`src/rtl/mem_load_ctrl.sv`:
```
`default_nettype none
// ============================================================================
//  Module   : mem_load_ctrl
//  Purpose  : Streams a LEN-word burst from a valid/ready source into a
//             synchronous-write memory port and drives the load_mem/done pair
//             seen by the load-completion monitor. Raises sticky err_late when
//             done arrives more than MAX_LAT cycles after rose(load_mem).
//  Options  : MEM_LOAD_ABORT_EN adds the abort input and sticky aborted output.
//  Revision : 1.0  initial release
// ============================================================================
module mem_load_ctrl #(
   parameter int DATA_W  = 8,
   parameter int ADDR_W  = 4,
   parameter int MAX_LAT = 5
) (
   input  logic              clk,
   input  logic              rst_n,
   input  logic              start,
   input  logic [ADDR_W-1:0] base_addr,
   input  logic [ADDR_W:0]   len,
   input  logic              src_valid,
   input  logic [DATA_W-1:0] src_data,
   output logic              src_ready,
   output logic              mem_we,
   output logic [ADDR_W-1:0] mem_addr,
   output logic [DATA_W-1:0] mem_wdata,
   output logic              load_mem,
   output logic              done,
   output logic              busy,
`ifdef MEM_LOAD_ABORT_EN
   input  logic              abort,
   output logic              aborted,
`endif
   output logic              err_late
);

   // Latency counter must be able to hold MAX_LAT+1 so a late done is visible.
   localparam int LAT_W = $clog2(MAX_LAT + 2);

   localparam logic [1:0] S_IDLE = 2'd0;
   localparam logic [1:0] S_LOAD = 2'd1;
   localparam logic [1:0] S_DONE = 2'd2;

   localparam logic [ADDR_W:0]  C_CNT_ONE = {{ADDR_W{1'b0}}, 1'b1};
   localparam logic [LAT_W-1:0] C_LAT_ONE = {{(LAT_W-1){1'b0}}, 1'b1};
   localparam logic [LAT_W-1:0] C_LAT_SAT = {LAT_W{1'b1}};
   localparam logic [LAT_W-1:0] C_MAX_LAT = LAT_W'(MAX_LAT);

   logic [1:0]        r_state;
   logic [1:0]        w_state_nxt;
   logic [ADDR_W-1:0] r_base;
   logic [ADDR_W:0]   r_len;
   logic [ADDR_W:0]   r_word_cnt;
   logic [LAT_W-1:0]  r_lat_cnt;
   logic              r_err_late;
   logic              w_accept;
   logic              w_last;
   logic              w_abort;

`ifdef MEM_LOAD_ABORT_EN
   logic              r_aborted;
   assign w_abort = abort;
   assign aborted = r_aborted;
`else
   assign w_abort = 1'b0;
`endif

   // A start is only honoured in IDLE and only for a non-zero length.
   assign w_accept = (r_state == S_IDLE) && start && (len != '0);
   assign w_last   = (r_word_cnt == (r_len - C_CNT_ONE));
   assign err_late = r_err_late;

   // State register
   always_ff @(posedge clk or negedge rst_n) begin
      if (!rst_n) begin
         r_state <= S_IDLE;
      end else begin
         r_state <= w_state_nxt;
      end
   end

   // Next-state logic; abort outranks the final write
   always_comb begin
      w_state_nxt = r_state;
      case (r_state)
         S_IDLE: if (w_accept) w_state_nxt = S_LOAD;
         S_LOAD: begin
            if (w_abort) begin
               w_state_nxt = S_DONE;
            end else if (mem_we && w_last) begin
               w_state_nxt = S_DONE;
            end
         end
         S_DONE:  w_state_nxt = S_IDLE;
         default: w_state_nxt = S_IDLE;
      endcase
   end

   // Output decode; memory port is combinational from the source handshake
   always_comb begin
      src_ready = (r_state == S_LOAD);
      load_mem  = (r_state == S_LOAD) || (r_state == S_DONE);
      done      = (r_state == S_DONE);
      busy      = (r_state != S_IDLE);
      mem_we    = src_ready && src_valid && !w_abort;
      mem_addr  = r_base + r_word_cnt[ADDR_W-1:0];
      mem_wdata = src_data;
   end

   // Burst bookkeeping: captured command, word/latency counters, sticky flags
   always_ff @(posedge clk or negedge rst_n) begin
      if (!rst_n) begin
         r_base     <= '0;
         r_len      <= '0;
         r_word_cnt <= '0;
         r_lat_cnt  <= '0;
         r_err_late <= 1'b0;
`ifdef MEM_LOAD_ABORT_EN
         r_aborted  <= 1'b0;
`endif
      end else if (w_accept) begin
         r_base     <= base_addr;
         r_len      <= len;
         r_word_cnt <= '0;
         r_lat_cnt  <= '0;
         r_err_late <= 1'b0;
`ifdef MEM_LOAD_ABORT_EN
         r_aborted  <= 1'b0;
`endif
      end else if (r_state == S_LOAD) begin
         if (mem_we) begin
            r_word_cnt <= r_word_cnt + C_CNT_ONE;
         end
         if (r_lat_cnt != C_LAT_SAT) begin
            r_lat_cnt <= r_lat_cnt + C_LAT_ONE;
         end
`ifdef MEM_LOAD_ABORT_EN
         if (w_abort) begin
            r_aborted <= 1'b1;
         end
`endif
      end else if (r_state == S_DONE) begin
         // In DONE the counter equals the rose(load_mem)-to-done distance.
         if (r_lat_cnt > C_MAX_LAT) begin
            r_err_late <= 1'b1;
         end
      end
   end

endmodule
`default_nettype wire

```
`config.mk`:
```
export PLATFORM = sky130hd
export DESIGN_NAME = mem_load_ctrl
export DESIGN_NICKNAME = d
export VERILOG_FILES = /design/src/rtl/mem_load_ctrl.sv
export SDC_FILE = /design/constraint.sdc
export NUM_CORES = 1
export LEC_CHECK = 0
export CAP_MARGIN = 30
export CORE_MARGIN = 2
export CORE_UTILIZATION = 36
export CTS_BUF_LIST = sky130_fd_sc_hd__clkbuf_8 sky130_fd_sc_hd__clkbuf_16
export CTS_CLUSTER_DIAMETER = 150
export DETAILED_ROUTE_END_ITERATION = 12
export PLACE_DENSITY = 0.68
export SYNTH_ARGS = -nofsm -noshare
export SYNTH_HDL_FRONTEND = slang
export SYNTH_SLANG_ARGS = --single-unit
```
`constraint.sdc`:
```
create_clock -name clk -period 4.6 [get_ports clk]
set_clock_uncertainty 0.05 [all_clocks]
set_input_delay 0.92 -clock clk [delete_from_list [all_inputs] [get_ports clk]]
set_output_delay 0.92 -clock clk [all_outputs]
set_load 0.02 [all_outputs]
```
---- Yosys cells after proc, flatten, opt, wreduce, memory -nomap -nowiden ----
Cells that the tools add are included.
operators by class
  multiplexer cells ....................... 13
  add/sub/neg operators ................... 4
  $lt $le $gt $ge ......................... 1
  equality and inequality tests ........... 7
  reduce and logical (&&, ||, !) cells .... 17
operators with widths
  kind                 count
  $mux 5               3
  $reduce_bool 2->1    6
  $mux 3               3
  $reduce_and 2->1     3
  $add 5x1->5 const B  1
  $eq 5x5->1           1
  $reduce_bool 5->1    1
  $sub 5x1->5 const B  1
  $add 4x4->4          1
  $logic_and 1x1->1    4
  $mux 1               4
  $mux 2               2
  $ne 2x1->1 const B   2
  $pmux 2 s2           1
  $add 3x1->3 const B  1
  $gt 3x3->1 const B   1
  $ne 3x3->1 const B   1
  $reduce_and 3->1     1
  $eq 2x1->1 const B   1
  $eq 2x2->1 const B   1
  $logic_not 2->1      1
  $ne 2x2->1 const B   1
  $logic_or 1x1->1     1
word-level totals
  logic and storage cells ................. 48
  bits in registers ....................... 20
  output and inout port bits .............. 18

---- Depth between registers and ports, before layout ----
  word-level depth ........................ 5
  depth in mapped cells ................... 8
  depth with buffers taken out ............ 7

---- Worst setup path after synthesis ----
OpenSTA, ideal clock, no wires.
  path kind ............................... register -> output
  start point ............................. register r_word_cnt[0]
  end point ............................... output port mem_addr[2]
  data required time ...................... 3630 ps
  stages on the path, launching flop included .. 5
  arrival ................................. 1405 ps
  buffers on the path ..................... 0
  path slack .............................. 2225 ps
  cell sequence ........................... dfrtp_1 > ha_1 > inv_1 > fa_1 > xnor2_1
on the way
  word-level cells in the longest chain between the ends .. 1
RTL lines
  element                 line  source
  from (decl)             53    logic [ADDR_W:0] r_word_cnt;
  from (signal assigned)  132   r_word_cnt <= r_word_cnt + C_CNT_ONE;
  $add 4x4->4             106   mem_addr = r_base + r_word_cnt[ADDR_W-1:0];
  to (decl)               25    output logic [ADDR_W-1:0] mem_addr,
Every way passes these cells.

---- Worst setup path after layout ----
  start point ............................. input port src_valid
  end point ............................... output port mem_we
on the way
  word-level cells in the longest chain between the ends .. 1
RTL lines
  element            line  source
  from (decl)        21    input logic src_valid,
  $logic_and 1x1->1  105   mem_we = src_ready && src_valid && !w_abort;
  to (decl)          24    output logic mem_we,
Every way passes these cells.

==> qor.yml <==
timing:
  finalCriticalPeriod_ns: 3.31
  finalSetupViolCount: 0
  slew_headroom: 0.406
  fin_setup_tns_ns: 0
  tightest_slew_ns: 0.888
  rsz0062_at_grt: "no"
  fin_crit_sh: 0.719
  whs_ns: 0.466
  hold_viol_final: 0
  clock.fmax_mhz: 303
  drv_slew: 0
setup_path:
  path_delay_family: "buffers and inverters"
  cpMostUsedCell: "clkdlybuf4s50_1"
  cp_num_buf_inv: 2
  critPathKind: "in -> out"
  max_stage_delay_ns: 0.67
  slowest_stage: "clkdlybuf4s50_1"
  crit_required_ns: 3.63
  crit_path_start_kind: "input pin"
  cp.arrival_ns: 2.34
  endpoint_kind: "output port"
  crit_fanout: 7
  crit_chain: "clkdlybuf4s50_1, and2_1, clkdlybuf4s50_1"
synth:
  ys_top_cells_by_count: "dfrtp_1 (20), nor2_1 (13), ha_1 (12), inv_1 (12), buf_4 (9)"
  syn-num-nets: 161
  avgSynthCellArea_sq_um: 10.3
  dominantRegCellSynth: "dfrtp_1"
  synth_cells: 127
  synth_top_area_frac: 0.384
  async_flop_share: 1.00
  syn_area_sq_um: 1310
  synth_warnings: 0
  yosysTopAreaCell: "dfrtp_1"
  synth_most_common_cell: "dfrtp_1"
  synthDistinctLibCells: 36
  ys_ff_latch: 20
  synthTopCellsByArea: "dfrtp_1 (38%), ha_1 (12%), buf_4 (5.2%)"
  synth_edf_count: 0
  ys_seq_area_frac: 0.384
routing:
  postRouteAntennaNets: 0
  first_pass_iters: 2
  num_vias: 918
  highest_layer: "met4"
  drt-met1-wl_um: 980
  wl_per_cell_um: 12.0
  drt_iter0_drc: 5
  drc_errors: 0
  viasPerCell: 4.88
  wl_met2_mm: 1.15
  dr_wl_met3_um: 118
  wl_mm: 2.26
floorplanning:
  coreArea_sq_um: 3420
  dieArea_sq_um: 4120
  io_pins: 39
  die_height_um: 64.2
  die_w_um: 64.2
  rows: 21
  start_util: 0.382
grt:
  grt_max_degree: 21
  grt_antenna_before_repair: 0
  grt_pass1_wl_mm: 4.12
  grt.total_usage: 0.124
  grt_overflow: 0
  grt_pass1_vias: 960
layout:
  final_area_sq_um: 1550
  final_cells: 188
  syn2layout_area_growth_pct: 18.6
  fin_nets: 177
  n_antenna_cell: 0
  drive_gt1_frac: 0.113
placement:
  dp.cells: 184
  dp_hpwl_mm: 1.83
  place_area_sq_um: 1490
  gp_congestion: 0.750
  io_buffers: 22
cts:
  cts_htree_levels: 1
  cts_hold_buf: 0
  cts-root-buf: "clkbuf_8"
  post_cts_buffers: 0
  cts_resized: 0
  cts_buffers: 3
  clk_latency_ns: 0.25
  clock_sinks: 20
  cts.path.max_buffers: 2
  clkTransAtPathRegs_ns: 0.07
  cts_tree: "built"
hold_path:
  min_path_type: "reg -> reg"
pwr:
  powerDensity_nw_per_um2: 728
  p_leak_uw: 0.000716
  vdd_drop_max_uv: 358
  fin_total_pwr_uw: 1130
outcome:
  outcome: "finished, final reports clean"
flow_run:
  cap_viol_max_count: 0
[power by group]
| part | leakage (uW) | total (uW) | internal [uW] | switching (uW) |
|---|---|---|---|---|
| clock | 0.0000288 | 130 | 76.1 | 54.3 |
| sequential | 0.000251 | 329 | 253 | 76.3 |
| combinational | 0.000436 | 667 | 334 | 332 |
[sequential cells by signal, indices dropped and copies added (netlist names)]
signal and count:
r_len 5, r_word_cnt 5, r_base 4, r_lat_cnt 3
r_state 2, err_late 1
[metal layers]
| layer | track usage | up-vias |
|---|---|---|
| met4 | 0.0160 | 0 |
| li1 | - | 446 |
| met3 | 0.0440 | 4 |
| met5 | 0 | - |
| met2 | 0.227 | 22 |
| met1 | 0.142 | 446 |
[kinds of logic after synthesis]
group,Yosys count,synth area share
DFF,20,0.384
muxes,7,0.0614
and+or+nand+nor,35,0.140
xor gates and xnor gates,13,0.0872
adders and majority gates,13,0.130
AOI/OAI and AO/OA,16,0.0940
buffers and inverters,23,0.104
[cell type report]
| cell class | instances | area (sq um) |
|---|---|---|
| clock buffer | 4 | 55.1 |
| fill | 348 | 1870 |
| inverter | 12 | 45.0 |
| multi-input combinational | 84 | 669 |
| sequential | 20 | 500 |
| tap | 46 | 57.6 |
| timing repair buffer | 22 | 220 |
[cell usage in the layout (no fill, tap or decap), types with 2 or more instances in the layout]
master	Yosys	routed
clkbuf_8	0	4
xnor2_1	6	6
nand3_1	3	3
o21ai_0	2	2
dfrtp_1	20	20
a21oi_1	3	3
mux2i_1	2	2
nor2_1	13	13
nand4_1	3	3
ha_1	12	12
clkdlybuf4s50_1	0	22
nand2_1	7	7
xor2_1	7	7
a31oi_1	2	2
inv_1	12	12
mux2_2	4	4
[path summary, 6_finish.rpt]
check / startpoint / end / slack, ns / depth (start not counted)
max in group asynchronous: rst_n / r_word_cnt[0]$_DFFE_PN0P_ / 2.84 / 1
min reg2reg: r_base[2]$_DFFE_PN0N_ / r_base[2]$_DFFE_PN0N_ / 0.47 / 1
min in group asynchronous: rst_n / r_len[4]$_DFFE_PN0N_ / 1.12 / 1
min: r_base[2]$_DFFE_PN0N_ / r_base[2]$_DFFE_PN0N_ / 0.47 / 1
max reg2reg: r_state[0]$_DFFE_PN0P_ / r_base[3]$_DFFE_PN0N_ / 2.70 / 4
max: src_valid / mem_we / 1.29 / 3
[stage by stage]
step | util | worst slack, ns
finish | 0.453 | 1.29
global route | 0.453 | 1.23
CTS | 0.453 | 1.28
detailed placement | 0.437 | 1.29
global placement | 0.437 | 1.29
floorplan | - | 2.23
(Power assumes the default switching activity.)
==> variant 1, RTL diff (same flow settings) <==
The option `MEM_LOAD_ABORT_EN` is turned on by a define.
--- a/src/rtl/mem_load_ctrl.sv
+++ b/src/rtl/mem_load_ctrl.sv
@@ -9,4 +9,6 @@
 //  Revision : 1.0  initial release
 // ============================================================================
+`define MEM_LOAD_ABORT_EN
+
 module mem_load_ctrl #(
    parameter int DATA_W  = 8,
Ports: changed (added abort and aborted); port bits go from 39 to 41. No check against the original RTL was run, so the function may have changed too.
==> variant 1 against the unedited design <==
Count of clock-buffer cells in the layout fell by 1; area after synthesis decreased by 1.5%; global-route usage increased by 0.11 points; total power down 11%; largest cell class unchanged; final area grew 1.8%; largest power group unchanged; routed wire length is 2.3% higher; highest routed layer unchanged; synthesized cell count rose by 1.6%; sequential cell count is 1 higher; worst setup slack worse by 120 ps.
==> variant 1: results (changes against the unedited design) <==
| Metric | Value |
|---|---|
| DR pass1 iterations | 4 (+2) |
| Global-route wire length before repair | 4084 µm (-0.85%) |
| Total CTS buffers | 3 (unchanged) |
| Routed wire length | 2315 µm (+2.3%) |
| Async SR Flop Fraction | 1.000 (unchanged) |
| Crit Path Max Fanout | 8 (+1) |
| Power density over the cells | 638.8 nW/µm² (-12%) |
| Worst-Skew Late Latency | 260 ps |
| Largest net degree at the start of global routing | 22 (+4.8%) |
| CP arrival | 2450 ps (+110 ps) |
| Layout cell share with drive strength beyond 1 | 0.06803 (-0.04465) |
| Slew @ Worst Pin | 664.3 ps (-223.5 ps) |
| Reg2reg setup slack | 2050 ps (-650 ps) |
| WL/cell | 11.99 µm (-0.35%) |
| # Post-CTS Setup Buffers | 0 (unchanged) |
| Dpl hpwl | 1763 µm (-3.9%) |
| Root Buffer | clkbuf_8 |
| Vias in the first global route | 934 (-2.7%) |
| Internal power | 0.5932 mW (-11%) |
| Syn Area/Cell | 9.961 µm² (-3.1%) |
| Setup TNS | 0 ps (unchanged) |
| Fill count | 317 (-8.9%) |
| Vias | 906 (-1.3%) |
| Clock Power Share | 0.121 (+0.005) |
| Count of different cell masters after synthesis | 32 (-11%) |
| Placement Cell Area | 1504 µm² (+0.75%) |
| Starting DRT DRC Count | 16 (+11) |
| Worst r2r src | r_state[1] |
| Wire length on met1 | 1083 µm (+11%) |
| Synth cell count leaders | dfrtp_1 (21), nand2_1 (17), ha_1 (12), nor2_1 (12), inv_1 (11) |
| Met3 WL | 82 µm (-31%) |
| Setup ws final | 1177 ps (-117.3 ps) |
| Placed Cells | 188 (+2.2%) |
| Status | complete, no violations |
| Met2 WL | 1119 µm (-2.9%) |
| Biggest regs | r_len: 5 flops, r_word_cnt: 5 flops, r_base: 4 flops |
| H-Tree Depth | 1 (unchanged) |
| Heaviest power group | combinational cells |
| Logic pwr share | 0.561 (-0.031) |
| Max clock buf depth | 2 (unchanged) |
| Crit. Startpoint | abort |
| Top cells by area, synth | dfrtp_1 (41%), ha_1 (12%), xnor2_1 (6.8%) |
| Lkg Pwr | 0.7404 nW (+3.5%) |
| Final #Nets | 183 (+3.4%) |
| Placer Congestion | 0.7740 (+3.2%) |
| Critical path destination | mem_we |
| Syn Nets | 164 (+1.9%) |
| Part of the Yosys area used for sequential elements | 0.4090 (+0.02545) |
| Area taken by flip-flops and latches | 525.5 µm² (+5.0%) |
| Worst r2r dst | r_state[0] |
| Yosys Warn Count | 0 (unchanged) |
| Port Buffers | 24 (+9.1%) |
| Clock transition at path regs | 80 ps |
| VDD IR max | 0.0004016 V (+12%) |
| Overall Global Routing Usage | 0.1251 (+0.001069) |
| R2R depth | 7 (+3) |
variant 1: cell count changes after synthesis, moves of 2 or more:
cell      before  now
clkbuf_1       0    2
mux2_2         4    2
nand2_1        7   17
nand3_1        3    0
o22a_1         0    2
xnor2_1        6   10
xor2_1         7    5
variant 1: cell families (layout without fill, tap and decap cells):
kind of cell               Yosys count  after routing  share of synthesized area
and+or+nand+nor                     39             39                     0.1431
buffers and inverters               22             40                    0.09348
DFF                                 21             21                     0.4090
xor gates and xnor gates            16             16                     0.1149
AOI/OAI and AO/OA                   14             14                    0.07304
adders and majority gates           13             13                     0.1324
muxes                                4              4                    0.03408
variant 1: layout make-up:
| class | instances | share of cell area |
|---|---|---|
| Inverter | 11 | 0.02621 |
| Sequential cell | 21 | 0.3336 |
| Multi-Input combinational cell | 86 | 0.4059 |
| Clock inverter | 1 | 0.003177 |
| Timing Repair Buffer | 25 | 0.1684 |
| Clock buffer | 3 | 0.02621 |
| Tap cell | 46 | 0.03654 |
variant 1: per-layer routing:
| layer | global-route usage | vias to the layer above |
|---|---|---|
| met5 | 0 | - |
| met4 | 0.04620 | 0 |
| met3 | 0.02817 | 4 |
| met2 | 0.2039 | 21 |
| met1 | 0.1625 | 430 |
| li1 | - | 451 |
variant 1: how the worst min path moves through the flow:
| stage | from | cells past startpoint | to | slack (ps) |
|---|---|---|---|---|
| after floorplan | r_base[0] | 2 | r_base[0] | 400 |
| after global placement | r_base[0] | 2 | r_base[0] | 420 |
| after detailed placement | r_base[2] | 2 | r_base[2] | 420 |
| after CTS | r_base[2] | 2 | r_base[2] | 440 |
| after global routing | err_late | 1 | err_late | 470 |
| final | r_base[0] | 2 | r_base[0] | 440 |
variant 1: critical path, cell delays in order:
cell and delay, ps:
clkdlybuf4s50_1 430, and3b_1 420, clkdlybuf4s50_1 670
==> variant 2, RTL diff (same settings) <==
Made on the original files. Make the reset (`rst_n`) synchronous in 2 clocked blocks.
--- a/src/rtl/mem_load_ctrl.sv
+++ b/src/rtl/mem_load_ctrl.sv
@@ -72,5 +72,5 @@
 
    // State register
-   always_ff @(posedge clk or negedge rst_n) begin
+   always_ff @(posedge clk) begin
       if (!rst_n) begin
          r_state <= S_IDLE;
@@ -109,5 +109,5 @@
 
    // Burst bookkeeping: captured command, word/latency counters, sticky flags
-   always_ff @(posedge clk or negedge rst_n) begin
+   always_ff @(posedge clk) begin
       if (!rst_n) begin
          r_base     <= '0;
Formal check against the unedited RTL: differs if rst_n is asserted again (counterexample within 4 cycles, from zero or initial values and one cycle with rst_n low); with rst_n held inactive, the same outputs for 10 cycles.
==> variant 2 against the unedited design <==
Sequential cell count unchanged; via count shrank 5.8%; worst setup slack improved by 43 ps; area after synthesis decreased by 9.2%; routed wire length shrank 4.7%; final area fell by 7.5%.
Power is not compared: it rests on default switching activity, and its combinational part moved more than twofold at a synthesized area within 25%.
==> variant 2: results (changes against the unedited design) <==
| Metric | Value |
|---|---|
| Fill count | 332 (-4.6%) |
| CP arrival | 2290 ps (-50 ps) |
| Layout cell share with drive strength beyond 1 | 0.04965 (-0.06303) |
| Crit. Startpoint | src_valid |
| Class of the worst hold path | flip-flop to flip-flop |
| Synth cell count leaders | dfxtp_1 (20), ha_1 (11), nor2_1 (11), mux2i_1 (10) |
| Syn Nets | 160 (-0.62%) |
| Dpl hpwl | 1698 µm (-7.4%) |
| Status | complete, no violations |
| Final #Nets | 175 (-1.1%) |
| DR pass1 iterations | 4 (+2) |
| Root Buffer | clkbuf_8 |
| Overall Global Routing Usage | 0.1354 (+0.01141) |
| Global-route wire length before repair | 3788 µm (-8.0%) |
| Async SR Flop Fraction | 0 (-1.000) |
| Vias | 865 (-5.8%) |
| Count of different cell masters after synthesis | 30 (-17%) |
| Antenna violations before repair | 0 (unchanged) |
| Part of the Yosys area used for sequential elements | 0.3379 (-0.04560) |
| Largest net degree at the start of global routing | 14 (-33%) |
| Placer Congestion | 0.7115 (-5.2%) |
| Vias in the first global route | 916 (-4.6%) |
| CP max stage delay | 650 ps (-20 ps) |
| Starting DRT DRC Count | 23 (+18) |
| Biggest regs | r_len: 5 flops, r_word_cnt: 5 flops, r_base: 4 flops |
| Max_slew headroom | 0.5763 (+0.1699) |
| Min-delay src | err_late |
| Worst r2r src | r_len[0] |
| Routed wire length | 2157 µm (-4.7%) |
variant 2: power breakdown:
group | switching [mW] | internal [mW] | total [mW]
Combinational | 0.102 | 0.0953 | 0.197
Sequential | 0.0151 | 0.190 | 0.205
Clock | 0.0550 | 0.0761 | 0.131
variant 2: metrics by stage:
| stage | setup WS [ps] | util | area (µm²) | std cells |
|---|---|---|---|---|
| floorplan | 2247 | - | 1185 | 127 |
| global placement | 1346 | 0.4435 | 1376 | 181 |
| detailed placement | 1326 | 0.4435 | 1376 | 181 |
| CTS | 1325 | 0.4613 | 1431 | 185 |
| global route | 1268 | 0.4613 | 1431 | 185 |
| finish | 1338 | 0.4613 | 1431 | 185 |
variant 2: worst paths after layout:
path	endpoint	slack, ps	depth (start not counted)
worst max-delay path	mem_we	1340	3
worst min-delay path	err_late	430	2
worst max register to register	r_state[0]	2890	7
worst min register to register	err_late	430	2
variant 2: cell type report:
type / instances / area, µm² / share of cell area
multi-input combinational: 86 / 666.9 / 0.4659
sequential: 20 / 400.4 / 0.2797
clock buffer: 4 / 55.05 / 0.03846
inverter: 9 / 33.78 / 0.02360
tap: 44 / 55.05 / 0.03846
timing repair buffer: 22 / 220.2 / 0.1538
variant 2: layer usage:
layer	routed length (µm)	share of wire	global-route usage
met1	1021	0.47	0.1658
met2	1027	0.48	0.2371
met5	0	0	0
met3	108	0.050	0.03992
met4	0	0	0.02736
variant 2: logic make-up (layout without fill, tap and decap cells):
logic type | Yosys count | count (layout) | synth area share
AO/OA/AOI/OAI | 15 | 15 | 0.08869
flip-flops | 20 | 20 | 0.3379
AND/OR/NAND/NOR | 35 | 35 | 0.1531
multiplexers | 10 | 10 | 0.08448
buffers and inverters | 21 | 35 | 0.09926
XOR/XNOR | 14 | 14 | 0.1035
adder cells (fa/ha/maj) | 12 | 12 | 0.1331
